`config.mk`:
```
export PLATFORM = sky130hd
export DESIGN_NAME = karat_acc
export DESIGN_NICKNAME = d
export VERILOG_FILES = /design/src/rtl/karat_acc.sv
export SDC_FILE = /design/constraint.sdc
export NUM_CORES = 1
export LEC_CHECK = 0
export CORE_UTILIZATION = 50
export CTS_CLUSTER_DIAMETER = 200
export CTS_CLUSTER_SIZE = 25
export DETAILED_ROUTE_END_ITERATION = 8
export PLACE_DENSITY = 0.84
export SYNTH_ARGS = -nofsm -noshare
export SYNTH_HDL_FRONTEND = slang
export SYNTH_SLANG_ARGS = --single-unit
```
`constraint.sdc`:
```
create_clock -name clk -period 4 [get_ports clk]
set_input_delay 1 -clock clk [delete_from_list [all_inputs] [get_ports clk]]
set_output_delay 1 -clock clk [all_outputs]
set_load 0.005 [all_outputs]
```
`src/rtl/karat_acc.sv`:
```
// rtl/karat_acc.sv - accumulates len 32-bit multiplier products into one wide result beat
// Optional build macro KARAT_ACC_SAT_EN: saturate the accumulator on overflow instead of wrapping.
module karat_acc #(
  parameter int ACC_W = 40,
  parameter int CNT_W = 8
) (
  input  logic             clk,
  input  logic             rst,
  input  logic             start,
  input  logic [CNT_W-1:0] len,
  input  logic [31:0]      prod_in,
  input  logic             prod_valid,
  output logic             prod_ready,
  output logic [ACC_W-1:0] acc_out,
  output logic             acc_valid,
  input  logic             acc_ready,
  output logic             busy,
  output logic             ovf
);

  typedef enum logic [1:0] {
    IDLE  = 2'd0,
    ACCUM = 2'd1,
    DONE  = 2'd2
  } state_t;

  state_t           state;
  state_t           state_next;
  logic [ACC_W-1:0] acc;
  logic [ACC_W-1:0] acc_next;
  logic [CNT_W-1:0] cnt;
  logic [CNT_W-1:0] cnt_next;
  logic             ovf_next;
  logic [ACC_W:0]   sum;
  logic             carry;
  logic [ACC_W-1:0] add_res;

  // One extra bit above the accumulator exposes the carry out of bit ACC_W-1.
  always_comb begin
    sum   = {1'b0, acc} + {{(ACC_W - 31){1'b0}}, prod_in};
    carry = sum[ACC_W];
`ifdef KARAT_ACC_SAT_EN
    // Once clamped, the sticky flag keeps the accumulator pinned at all-ones.
    add_res = (carry || ovf) ? {ACC_W{1'b1}} : sum[ACC_W-1:0];
`else
    add_res = sum[ACC_W-1:0];
`endif
  end

  always_comb begin
    state_next = state;
    acc_next   = acc;
    cnt_next   = cnt;
    ovf_next   = ovf;
    case (state)
      IDLE: begin
        if (start) begin
          acc_next = '0;
          ovf_next = 1'b0;
          if (len == '0) begin
            state_next = DONE;
          end else begin
            cnt_next   = len;
            state_next = ACCUM;
          end
        end
      end
      ACCUM: begin
        if (prod_valid) begin
          acc_next = add_res;
          ovf_next = ovf | carry;
          cnt_next = cnt - CNT_W'(1);
          if (cnt == CNT_W'(1)) begin
            state_next = DONE;
          end
        end
      end
      DONE: begin
        if (acc_ready) begin
          state_next = IDLE;
        end
      end
      default: state_next = IDLE;
    endcase
  end

  // Handshake flags are registered from the next state so they line up with it.
  always_ff @(posedge clk) begin
    if (rst) begin
      state      <= IDLE;
      acc        <= '0;
      cnt        <= '0;
      ovf        <= 1'b0;
      prod_ready <= 1'b0;
      acc_valid  <= 1'b0;
      busy       <= 1'b0;
    end else begin
      state      <= state_next;
      acc        <= acc_next;
      cnt        <= cnt_next;
      ovf        <= ovf_next;
      prod_ready <= (state_next == ACCUM);
      acc_valid  <= (state_next == DONE);
      busy       <= (state_next != IDLE);
    end
  end

  assign acc_out = acc;

endmodule

```
==> results.cfg <==
[timing]
hold_viol_final = 0
rsz0062_at_grt = no
post-route-period-util_pct = 88.6
maxSlewHeadroom_pct = 42.0
setup_ws_ns = 0.458
clock_skew_ns = 0.0157
slew_viol_final = 0
fin_tns_setup_ns = 0
finalSetupViolCount = 0
post-route-min-period_ns = 3.54
fmax_mhz = 282
tightestPinTransition_ns = 0.870

[drt]
via_count = 4164
dr.first_iter.drc_count = 250
wl_mm = 10.7
route.detailed.drc = 0
drt_pre_antenna_iters = 4
post_drt_wl_per_cell_um = 15.6
final_antenna_net_count = 0
vias_per_cell = 6.05

[hold_path]
holdPathStages = 2
hold_class = register to register
hold_start = acc_out[30]$_SDFFE_PP0P_
hold-path-endpoint = acc_out[30]$_SDFFE_PP0P_

[floorplanning]
num_io_pins = 89
fp.dieW_um = 90.6
dieArea_um2 = 8210
start_util_pct = 53.0
rows = 31
core_area_um2 = 7410
die_h_um = 90.6

[logic_synthesis]
ys_types = 62
syn_area_per_cell_um2 = 7.68
async_flop_share_pct = 0
synth_seq_cells = 54
ys_warn_count = 0
ys.flop_type = dfxtp_1
syn_area_um2 = 3930
yosysSeqAreaShare_pct = 27.5
syn-num-nets = 591
synth_edf_count = 0
synthCells = 511

[global_routing]
grt_max_degree = 33
grt-ovfl-total = 0
grt_pass1_wl_mm = 17.9
track_usage_pct = 26.2
grt_pass1_vias = 3934
antenna_found_initial = 0

[finish]
drive_gt1_share_pct = 4.24
n_antenna_cell = 0
nets = 668
synthToLayoutAreaGrowth_pct = 27.2
final_area_um2 = 4990

[clock_network]
post-cts-setup-buffer-count = 0
cts_root_buf = clkbuf_8
clk-insertion-delay-late_ns = 0.32
path_clk_slew_ns = 0.11
cts_buffers = 5
cts.sinks = 54
clock_path_buffers = 2
cts_tree = done
htree_num_levels = 2
cts_resized = 0
hold_buffers = 0

[placed_design]
io_buffers = 88
placed_cell_area_um2 = 4880
place_ws_ns = 0.189
dpl.hpwl_mm = 8.17
globalplace.congestion = 0.904

[pwr]
powerDensity_nw_per_um2 = 289
p_leak_nw = 2.01
p_total_w = 0.00144
vdd_drop_max_v = 0.000168

[critical_path]
r2r_start = acc_out[15]$_SDFFE_PP0P_
regToRegEndpoint = acc_out[29]$_SDFFE_PP0P_
critPathKind = primary input to register
reg2regPathDepth = 9
worstSetupStartpointType = primary input
arrival_ns = 3.76
critPathMaxFanout = 9
required_ns = 4.22
critPathCaptureType = register
r2r_setup_slack_ns = 1.21

[status]
status = finished, final reports clean

[job]
cap_violations = 0
cell families (layout without fill, tap and decap cells):
kind of cell,Yosys count,count (layout),share of synthesized area (%)
muxes,3,3,0.797
adders and majority gates,35,35,11.3
and+or+nand+nor,184,184,22.0
buffers and inverters,31,109,3.15
xor gates and xnor gates,24,24,5.35
DFF,54,54,27.5
AOI/OAI and AO/OA,180,180,29.8
critical path, stage by stage:
cell and delay, ns:
clkdlybuf4s50_1 0.41, ha_1 0.42, a21oi_1 0.36, nand2_1 0.13
a2111o_1 0.36, o21ai_2 0.24, o31ai_2 0.10, and2_4 0.17
or3_1 0.31, a32o_1 0.26
final cells by class:
cell class	count	area (µm²)
clock inverter	3	47.5
inverter	7	26.3
tap	99	124
fill	635	2410
sequential	54	1080
clock buffer	5	68.8
multi-input combinational	426	2720
timing repair buffer	94	926
cell usage after synthesis (2+ instances only):
cell | number | area [µm²]
nor4_1 | 3 | 18.8
buf_1 | 2 | 7.51
a221oi_1 | 2 | 17.5
o211ai_1 | 7 | 52.6
xor2_1 | 8 | 70.1
a21oi_1 | 51 | 255
o31ai_1 | 2 | 15.0
xnor2_1 | 16 | 140
and4_1 | 3 | 26.3
and3_1 | 4 | 25.0
nor2_1 | 56 | 210
dfxtp_1 | 54 | 1080
a21oi_2 | 2 | 17.5
a211oi_1 | 8 | 60.1
o31a_1 | 2 | 17.5
and2_1 | 2 | 12.5
o21a_1 | 5 | 37.5
a211o_1 | 2 | 17.5
inv_1 | 7 | 26.3
clkbuf_1 | 18 | 67.6
nand2_1 | 56 | 210
a32oi_1 | 2 | 17.5
nor2b_1 | 2 | 12.5
nor3_1 | 12 | 60.1
or3_1 | 7 | 43.8
o2111ai_1 | 2 | 17.5
a2bb2oi_1 | 2 | 17.5
nand2b_1 | 6 | 37.5
o21ai_1 | 15 | 75.1
mux2i_1 | 2 | 20.0
buf_2 | 3 | 15.0
a22oi_1 | 17 | 128
a31oi_1 | 11 | 68.8
ha_1 | 34 | 425
nand4_1 | 7 | 43.8
nor3b_1 | 2 | 15.0
nand3_1 | 15 | 75.1
a22o_1 | 2 | 17.5
nand3b_1 | 2 | 15.0
a21o_1 | 18 | 135
o21bai_1 | 3 | 22.5
o21ai_0 | 17 | 85.1
state kept, by name, indices dropped and copies added, names as in the netlist:
name / count
acc_out: 40
acc_valid: 1
busy: 1
cnt: 8
ovf: 1
prod_ready: 1
state: 2
routing by layer:
metal / vias to the layer above / wire (µm) / global-route usage (%)
met5: - / 0 / 0
met4: 0 / 144 / 7.53
met3: 18 / 705 / 4.38
met2: 147 / 5090 / 44.8
met1: 1964 / 4810 / 33.6
li1: 2035 / - / -
report_power, final:
part / total (W) / switching, W / internal, W
Sequential: 0.000595 / 0.0000273 / 0.000568
Clock: 0.000393 / 0.000202 / 0.000190
Combinational: 0.000457 / 0.000247 / 0.000210
cells in the final DEF (no fill, tap or decap), drive strengths merged, types with 9 or more instances in the layout:
| master | count |
|---|---|
| a211oi | 9 |
| a21o | 18 |
| a31oi | 11 |
| a22oi | 17 |
| nand3 | 16 |
| nand2 | 56 |
| o21ai | 33 |
| clkdlybuf4s50 | 88 |
| xnor2 | 16 |
| nor2 | 56 |
| a21oi | 53 |
| ha | 34 |
| nor3 | 12 |
| dfxtp | 54 |
worst max path at each step:
| stage | startpoint | endpoint | cells after the start |
|---|---|---|---|
| floorplan | prod_in[0] | ovf$_SDFFE_PP0P_ | 10 |
| global placement | prod_in[0] | ovf$_SDFFE_PP0P_ | 12 |
| detailed placement | prod_in[15] | acc_out[29]$_SDFFE_PP0P_ | 10 |
| CTS | prod_in[15] | acc_out[29]$_SDFFE_PP0P_ | 10 |
| global route | prod_in[0] | acc_out[28]$_SDFFE_PP0P_ | 11 |
| finish | prod_in[15] | acc_out[29]$_SDFFE_PP0P_ | 10 |
per-stage QoR:
step	instances	utilization (%)	hold WS, ns
2_1_floorplan	511	-	0.458
3_3_place_gp	680	65.9	0.456
3_5_place_dp	680	65.9	0.469
4_1_cts	688	67.4	0.486
5_1_grt	688	67.4	0.506
6_report	688	67.4	0.484
Power figures use the tool's default switching activity.
